===== config.mk =====
export PLATFORM = sky130hd
export DESIGN_NAME = snake_game_sched
export DESIGN_NICKNAME = d
export VERILOG_FILES = /design/src/rtl/snake_game_sched.sv
export SDC_FILE = /design/constraint.sdc
export NUM_CORES = 1
export LEC_CHECK = 0
export ABC_CLOCK_PERIOD_IN_PS = 11200
export BUFFER_PORTS_ARGS = -buffer_cell sky130_fd_sc_hd__buf_2
export CORE_MARGIN = 5
export CORE_UTILIZATION = 35
export DETAILED_ROUTE_END_ITERATION = 8
export PLACE_DENSITY_LB_ADDON = 0.12
export SYNTH_ARGS = -nofsm -noshare
export SYNTH_HDL_FRONTEND = slang
export SYNTH_SLANG_ARGS = --single-unit

===== constraint.sdc =====
create_clock -name clk -period 11.2 [get_ports clk]
set_input_delay 2.24 -clock clk [delete_from_list [all_inputs] [get_ports clk]]
set_output_delay 2.24 -clock clk [all_outputs]
set_load 0.01 [all_outputs]

===== src/rtl/snake_game_sched.sv =====
// Game-step scheduler: paces snake steps, turns button presses into one legal direction per step,
// keeps score and places a fresh apple on a free cell (one body segment checked per cycle).
module snake_game_sched #(
    parameter int unsigned TICK_DIV  = 50_000_000,
    parameter int unsigned SPEED_DEC = 1_000_000,
    parameter int unsigned MIN_DIV   = 10_000_000
) (
    input  logic        clk,
    input  logic        rst,
    input  logic        btn_up,
    input  logic        btn_down,
    input  logic        btn_left,
    input  logic        btn_right,
    input  logic        start,
    input  logic        pause,
    input  logic [71:0] snake,
    input  logic        step_done,
    input  logic        ate,
    input  logic        dead,
    output logic        step_req,
    output logic [1:0]  dir,
    output logic [7:0]  apple,
    output logic        apple_vld,
    output logic [7:0]  score,
    output logic [2:0]  state_o
);

    typedef enum logic [2:0] {
        S_IDLE  = 3'd0,
        S_RUN   = 3'd1,
        S_STEP  = 3'd2,
        S_PLACE = 3'd3,
        S_PAUSE = 3'd4,
        S_OVER  = 3'd5
    } state_t;

    localparam logic [7:0] APPLE_RST = 8'd89;
    localparam logic [1:0] DIR_RIGHT = 2'd3;

    state_t      state_q, state_d;
    logic        step_req_q, step_req_d;
    logic [1:0]  dir_q, dir_d;
    logic [1:0]  pend_q, pend_d;
    logic [7:0]  apple_q, apple_d;
    logic        apple_vld_q, apple_vld_d;
    logic [7:0]  score_q, score_d;
    logic [31:0] cnt_q, cnt_d;
    logic [7:0]  lfsr_q, lfsr_d;
    logic        pause_pend_q, pause_pend_d;
    logic [7:0]  cand_q, cand_d;
    logic [3:0]  seg_q, seg_d;

    logic [39:0] dec_w;
    logic [31:0] base_w;
    logic [31:0] period_w;
    logic [3:0]  press_w;
    logic [3:0]  legal_w;
    logic [1:0]  pend_arb_w;
    logic [7:0]  units_w;
    logic        cand_ok_w;
    logic [7:0]  seg_w;
    logic        seg_hit_w;
    logic        pause_eff_w;

    // Step period shrinks with score but never underflows or drops below the floor.
    assign dec_w = 40'(score_q) * 40'(SPEED_DEC);

    always_comb begin
        base_w = '0;
        if (dec_w < 40'(TICK_DIV)) begin
            base_w = TICK_DIV - dec_w[31:0];
        end
        period_w = (base_w < MIN_DIV) ? MIN_DIV : base_w;
    end

    // Bit index equals the direction code; reversals of the committed direction are masked first.
    assign press_w = {btn_right, btn_left, btn_down, btn_up};
    assign legal_w = press_w & ~(4'b0001 << (dir_q ^ 2'd1));

    always_comb begin
        pend_arb_w = pend_q;
        if (legal_w[0])      pend_arb_w = 2'd0;
        else if (legal_w[1]) pend_arb_w = 2'd1;
        else if (legal_w[2]) pend_arb_w = 2'd2;
        else if (legal_w[3]) pend_arb_w = 2'd3;
    end

    assign units_w   = cand_q % 8'd10;
    assign cand_ok_w = (cand_q >= 8'd12) && (cand_q <= 8'd89) && (units_w >= 8'd2);

    always_comb begin
        seg_w = 8'd0;
        for (int i = 0; i < 9; i++) begin
            if (seg_q == 4'(i)) seg_w = snake[71 - 8*i -: 8];
        end
    end

    assign seg_hit_w   = (seg_q < 4'd9) && (seg_w != 8'd0) && (seg_w == cand_q);
    assign pause_eff_w = pause_pend_q | pause;

    always_comb begin
        state_d      = state_q;
        step_req_d   = 1'b0;
        dir_d        = dir_q;
        pend_d       = pend_arb_w;
        apple_d      = apple_q;
        apple_vld_d  = apple_vld_q;
        score_d      = score_q;
        cnt_d        = cnt_q;
        lfsr_d       = {lfsr_q[6:0], lfsr_q[7] ^ lfsr_q[5] ^ lfsr_q[4] ^ lfsr_q[3]};
        pause_pend_d = pause_pend_q;
        cand_d       = cand_q;
        seg_d        = seg_q;
        case (state_q)
            S_IDLE, S_OVER: begin
                if (start) begin
                    state_d      = S_RUN;
                    dir_d        = DIR_RIGHT;
                    pend_d       = DIR_RIGHT;
                    apple_d      = APPLE_RST;
                    apple_vld_d  = 1'b1;
                    score_d      = 8'd0;
                    cnt_d        = '0;
                    lfsr_d       = 8'h01;
                    pause_pend_d = 1'b0;
                end
            end
            S_RUN: begin
                if (pause) begin
                    state_d = S_PAUSE;
                end else if (cnt_q == period_w - 32'd1) begin
                    step_req_d = 1'b1;
                    dir_d      = pend_arb_w;
                    state_d    = S_STEP;
                end else begin
                    cnt_d = cnt_q + 32'd1;
                end
            end
            S_STEP: begin
                if (pause) pause_pend_d = 1'b1;
                if (step_done) begin
                    if (dead) begin
                        state_d = S_OVER;
                    end else if (ate) begin
                        if (score_q != 8'hFF) score_d = score_q + 8'd1;
                        apple_vld_d = 1'b0;
                        cand_d      = lfsr_q;
                        seg_d       = 4'd0;
                        state_d     = S_PLACE;
                    end else begin
                        cnt_d        = '0;
                        state_d      = pause_eff_w ? S_PAUSE : S_RUN;
                        pause_pend_d = 1'b0;
                    end
                end
            end
            S_PLACE: begin
                if (pause) pause_pend_d = 1'b1;
                if (!cand_ok_w || seg_hit_w) begin
                    cand_d = lfsr_q;
                    seg_d  = 4'd0;
                end else if (seg_q == 4'd9) begin
                    apple_d      = cand_q;
                    apple_vld_d  = 1'b1;
                    cnt_d        = '0;
                    state_d      = pause_eff_w ? S_PAUSE : S_RUN;
                    pause_pend_d = 1'b0;
                end else begin
                    seg_d = seg_q + 4'd1;
                end
            end
            S_PAUSE: begin
                if (pause) state_d = S_RUN;
            end
            default: state_d = S_IDLE;
        endcase
    end

    always_ff @(posedge clk) begin
        if (rst) begin
            state_q      <= S_IDLE;
            step_req_q   <= 1'b0;
            dir_q        <= DIR_RIGHT;
            pend_q       <= DIR_RIGHT;
            apple_q      <= APPLE_RST;
            apple_vld_q  <= 1'b1;
            score_q      <= 8'd0;
            cnt_q        <= '0;
            lfsr_q       <= 8'h01;
            pause_pend_q <= 1'b0;
            cand_q       <= 8'd0;
            seg_q        <= 4'd0;
        end else begin
            state_q      <= state_d;
            step_req_q   <= step_req_d;
            dir_q        <= dir_d;
            pend_q       <= pend_d;
            apple_q      <= apple_d;
            apple_vld_q  <= apple_vld_d;
            score_q      <= score_d;
            cnt_q        <= cnt_d;
            lfsr_q       <= lfsr_d;
            pause_pend_q <= pause_pend_d;
            cand_q       <= cand_d;
            seg_q        <= seg_d;
        end
    end

    assign step_req  = step_req_q;
    assign dir       = dir_q;
    assign apple     = apple_q;
    assign apple_vld = apple_vld_q;
    assign score     = score_q;
    assign state_o   = state_q;

endmodule


-- After elaboration in Yosys (flattened, before gate mapping)
Cells that the tools add are included.
- $add $sub $neg: 5
- multiply operators: 1
- divide/modulo/power cells: 1
- magnitude comparators: 6
- eq/ne operators: 32
- shift-type cells: 1
- mux-type cells: 80
- bitwise gates (word level): 8
- reductions and logical operators: 26
- operators with widths (kind ; number):
    two-way mux 32 bit ; 10
    two-way mux 8 bit ; 23
    case mux 32 bit (4 select lines) ; 1
    case mux 8 bit (2 select lines) ; 3
    adder 32 x 1 -> 32 bit, second input constant ; 1
    == test 32 bit ; 1
    < comparator 32 x 24 -> 1 bit, second input constant ; 1
    subtractor 32 x 1 -> 32 bit, second input constant ; 1
    two-way mux 3 bit ; 10
    subtractor 26 x 28 -> 29 bit, first input constant ; 1
    < comparator 28 x 26 -> 1 bit, second input constant ; 1
    != test 2 bit, second input constant ; 13
    multiplier 8 x 14 -> 22 bit, second input constant ; 1
    two-way mux 4 bit ; 5
    two-way mux 2 bit ; 9
    == test 4 x 3 -> 1 bit, second input constant ; 4
    case mux 3 bit (5 select lines) ; 1
    two-way mux 1 bit ; 14
    AND reduction 6 bit ; 2
    AND reduction 5 bit ; 2
    AND reduction 9 bit ; 1
    adder 8 x 1 -> 8 bit, second input constant ; 1
    == test 4 x 2 -> 1 bit, second input constant ; 2
    == test 4 bit, second input constant ; 2
    other kinds (36) ; 50
- bits in registers: 78
- latch bits: 0
- RAM bits: 0
- ROM bits: 0
- output and inout bits: 23
- logic and storage cells: 172
- memories: 0

-- Depth between registers and ports, before layout
- depth after elaboration: 16
- mapped depth: 39

-- Worst setup path before layout
Ideal clock, no wire load.
- kind: register to register
- from: register score_q[0] (netlist: score[0])
- to: register dir_q[0] (netlist: dir[0])
- library setup time: 0.123 ns
- arrival time: 8.000 ns
- data required time: 11.077 ns
- slack: 3.077 ns
- stages on the path, launching flop included: 35
- path buffers: 6
- cell sequence: dfxtp_1 > clkbuf_1 > inv_1 > ha_1 > clkbuf_1 > inv_1 > fa_1 > fa_1 > ha_1 > clkbuf_2 > inv_1 > o21ai_1 > a221oi_1 > xnor2_1 > nand4_2 > or3_1 > buf_2 > o32ai_4 > a31oi_2 > buf_6 > a22oi_1 > ha_1 > clkbuf_1 > inv_1 > nor4_1 > nand4_1 > and3_1 > nor3_2 > xnor2_1 > nand4b_1 > nor4b_4 > nand4b_1 > or3b_1 > a21o_1 > mux2i_1
- longest elaborated chain between the ends: 9
- elaborated cells between the ends (all ways): 10
- RTL lines (element ; RTL line ; source):
    from (decl) ; 46 ; logic [7:0] score_q, score_d;
    from (signal assigned) ; 200 ; score_q <= score_d;
    multiplier 8 x 14 -> 22 bit (*) ; 66 ; assign dec_w = 40'(score_q) * 40'(SPEED_DEC);
    subtractor 26 x 28 -> 29 bit / < comparator 28 x 26 -> 1 bit (equally long branches) ; 71, 70 ;
    two-way mux 32 bit (*) ; 70 ; if (dec_w < 40'(TICK_DIV)) begin
    < comparator 32 x 24 -> 1 bit ; 73 ; period_w = (base_w < MIN_DIV) ? MIN_DIV : base_w;
    two-way mux 32 bit (*) ; 73 ;
    subtractor 32 x 1 -> 32 bit (*) ; 131 ; end else if (cnt_q == period_w - 32'd1) begin
    == test 32 bit (*) ; 131 ;
    != test 2 bit (no line) (*) ; -- ;
    AND reduction 4 bit (no line) (*) ; -- ;
    to (signal assigned) ; 196 ; dir_q <= dir_d;
    to (decl) ; 42 ; logic [1:0] dir_q, dir_d;
Mark *: on every way between the ends. The rest lies on a longest branch, timed or not.
A chain may end at the register's enable or synchronous reset.

-- Worst setup path after layout
- from: register score_q[4] (netlist: score[4])
- to: register cnt_q[17]
- longest elaborated chain between the ends: 9
- elaborated cells between the ends (all ways): 10
- RTL lines (element ; RTL line ; source):
    multiplier 8 x 14 -> 22 bit (*) ; 66 ;
    subtractor 26 x 28 -> 29 bit / < comparator 28 x 26 -> 1 bit (equally long branches) ; 71, 70 ;
    two-way mux 32 bit (*) ; 70 ;
    < comparator 32 x 24 -> 1 bit ; 73 ;
    two-way mux 32 bit (*) ; 73 ;
    subtractor 32 x 1 -> 32 bit (*) ; 131 ;
    == test 32 bit (*) ; 131 ;
    != test 2 bit (no line) (*) ; -- ;
    AND reduction 9 bit (no line) (*) ; -- ;
    to (signal assigned) ; 201 ; cnt_q <= cnt_d;
    to (decl) ; 47 ; logic [31:0] cnt_q, cnt_d;
Marked as above.

==> impl_results.md <==
- Status: completed
- Fin cells: 1577
- Hold_sp: pause_pend_q
- Slowest CP cell: a31oi_2
- CP Class: reg2reg
- Sink Count: 78
- Post-DP Area: 9770 sq um
- Slew Limit Fails: 0
- Endpoints failing setup: 0
- DR WL met2: 12100 um
- Rows: 59
- Num CTS Buffers: 9
- Skew final: 0.00997 ns
- Pwr per Cell Area: 149 nW/um^2
- Vias in the first global route: 8390
- Fin worst setup slack: 1.42 ns
- Layout Cell Area excl Fill: 10100 sq um
- Sequential-to-total area share from yosys stat: 17.2%
- Hold path cells: 2
- Largest net degree at the start of global routing: 33
- Crit end category: flop
- Post-DRT Antenna Nets: 0
- DIE AREA: 29300 sq um
- Sw power: 725 uW
- Max incr delay on CP: 0.70 ns
- Avg WL per Cell: 17.5 um
- Reg-to-Reg End: cnt_q[17]
- Number of synthesized flops with an enable pin: 0
- Synth warn: 0
- Reg-to-reg startpoint: score[4]
- Hold_ws: 0.455 ns
- Core ar.: 25800 sq um
- Sw Ratio: 48.3%
- Clock Path Buffers: 2
- Post-CTS Hold Buffers: 0
- ANT cells: 0
- Crit path DAT: 9.98 ns
- Startpoint Class: flop
- DR iter-0 viols: 583
- Clk_lat worst skew: 0.35 ns
- CP Max Fanout: 18
- Met3 WL: 1380 um
- Max_cap viols: 0
- Fillers: 2797
- Most frequent cells after synthesis: 111 x nor2_1, 102 x nand2_1, 78 x dfxtp_1, 65 x ha_1, 62 x a21oi_1
- Delay-heaviest family, CP: simple AND/OR/NAND/NOR gates
- Syn_nets: 1347
- Post-Syn Instances: 1182
- Final min period: 9.78 ns
- PortBufs: 105
- CP Buf/Inv Count: 4
- Sink of the worst hold path: pause_pend_q
- Chip height: 171 um
- Worst-path clk slew: 0.07 ns
- Metal1 wirelength: 13700 um
- Placed wire-length estimate: 21500 um
- CP Launch Point: score[4]
- Initial antenna violation count: 0
- Mapped Avg Cell Area: 7.69 sq um
- RSZ-0062 raised after global routing: false
- Internal: 776 uW
- Post-synthesis instance area: 9090 sq um
- Vias per inst: 5.63
- Final Hold Viols: 0
- Slew HR: 27.8%
- Fmax: 102 MHz
- H-tree Lvls: 3
- Area growth syn-to-layout: 10.6%
- I/O pins: 106
- NumNets Final: 1402
- Reg2reg setup slack: 1.42 ns
- LEAKAGE: 0.00418 uW
- Ranking of synthesized cells by area: dfxtp_1 17%, ha_1 8.9%, xnor2_1 5.1%, nor2_1 4.6%, nand2_1 4.2%
- Top layer in use: met4
- Final RePlAce weighted congestion: 0.867
- Post-synth cell types: 103
- Grt ovf: 0
- CTS tree: yes
- Reg power frac: 21.4%
- CTS root buf: clkbuf_16
- CP Depth: 31
- Placed insts: 1561
- First drt pass iteration count: 5
- DIE WIDTH: 171 um
- Most numerous cell in the Yosys netlist: nor2_1
- CP Data Required Time: 11.40 ns
- First-pass GRT wire length: 44000 um
- Post-CTS setup buffer count: 0
- Hold Crit Class: reg2reg
- R2R depth: 31
- Setup TNS: 0 ns
- Initial Utilization: 35.2%
- VDD IR max: 0.0944 mV
- Comb power frac: 59.2%
- Pre-CTS setup slack: 1.50 ns
- Worst-Margin Slew: 1.08 ns
- Synth area leader: dfxtp_1
- Clock network fraction of total power: 19.5%
- Post-CTS sizing: 0
- # DRC: 0
- Via count: 8877
- Share of cells above drive strength 1: 14.4%
- Global Route Usage Sum: 18.2%
- Tcrit/Tclk final: 87.3%
- Yosys top cell area share: 17.2%
- Flops & latches, synth: 78
- Wirelength, routed: 27600 um
- Async set-reset flop share out of synthesis: 0%
- Synth Flop Type: dfxtp_1
[registers in the layout, indices dropped and copies added, names as in the netlist]
signal,cells
cnt_q,32
apple,8
score,8
lfsr_q,8
apple_vld,1
cand_q,8
pend_q,2
state_o,3
seg_q,4
step_req,1
pause_pend_q,1
dir,2
[worst register-to-register path: cells and delay by family, from the launching register on]
| family | cells | cell delay, ns |
|---|---|---|
| simple gates | 11 | 3.20 |
| buf+inv | 4 | 0.47 |
| xor+xnor | 2 | 0.32 |
| flops | 1 | 0.59 |
| compound gates | 8 | 2.43 |
| fa+ha+maj | 6 | 2.63 |
[per-stage QoR]
stage               total power [uW]  utilization (%)
floorplan                       1000                -
detailed placement              1210             37.8
global placement                1210             37.8
finish                          1500             38.9
global route                    1610             38.9
CTS                             1510             38.9
[cell families after synthesis]
family,Yosys count,share of synthesized area [%]
buf+inv,127,5.79
fa+ha+maj,82,12.7
flops,78,17.2
simple gates,460,26.3
compound gates,319,26.2
xor+xnor,87,8.55
mux,29,3.25
[worst max path at each step]
stage	to	slack (ns)
after global placement	cnt_q[16]	1.77
after CTS	cnt_q[18]	1.46
after detailed placement	cnt_q[16]	1.50
after global routing	cnt_q[16]	0.71
final	cnt_q[17]	1.42
after floorplan	dir[0]	3.08
[power groups by stage]
stage	clock network [uW]	logic, uW	registers [uW]
after floorplan	0	684	320
after global placement	0	887	326
after detailed placement	0	881	327
after CTS	299	886	321
after global routing	309	980	324
final	293	888	321
[area by class of cell]
type / instances / area [sq um] / area share, %
timing repair buffer: 109 / 556 / 5.52
inverter: 62 / 233 / 2.31
clock buffer: 9 / 225 / 2.24
multi-input combinational: 977 / 7000 / 69.6
sequential: 78 / 1560 / 15.5
tap: 335 / 419 / 4.17
clock inverter: 7 / 61.3 / 0.609
[per-layer routing]
metal  vias up  track usage [%]
met5         -                0
met4         0             4.13
met3        26             2.30
met2       203             29.5
met1      4192             26.0
li1       4456                -
[cell usage in the layout (no fill, tap or decap), types with 11 or more instances in the layout]
| master | count |
|---|---|
| and2_1 | 31 |
| o21a_1 | 12 |
| fa_1 | 17 |
| buf_2 | 105 |
| nand2b_1 | 14 |
| inv_1 | 61 |
| nor2b_1 | 18 |
| o31ai_1 | 18 |
| nor3_1 | 33 |
| dfxtp_1 | 78 |
| or4_1 | 11 |
| nor2_1 | 111 |
| nand3_1 | 34 |
| nand4_1 | 19 |
| a221oi_1 | 13 |
| mux2i_1 | 25 |
| o211ai_1 | 22 |
| xnor2_1 | 53 |
| o21ai_0 | 45 |
| xor2_1 | 32 |
| a21oi_1 | 62 |
| ha_1 | 65 |
| o21ai_1 | 14 |
| nand2_1 | 102 |
| or3_1 | 12 |
| and3_1 | 18 |
Power figures use the tool's default switching activity.
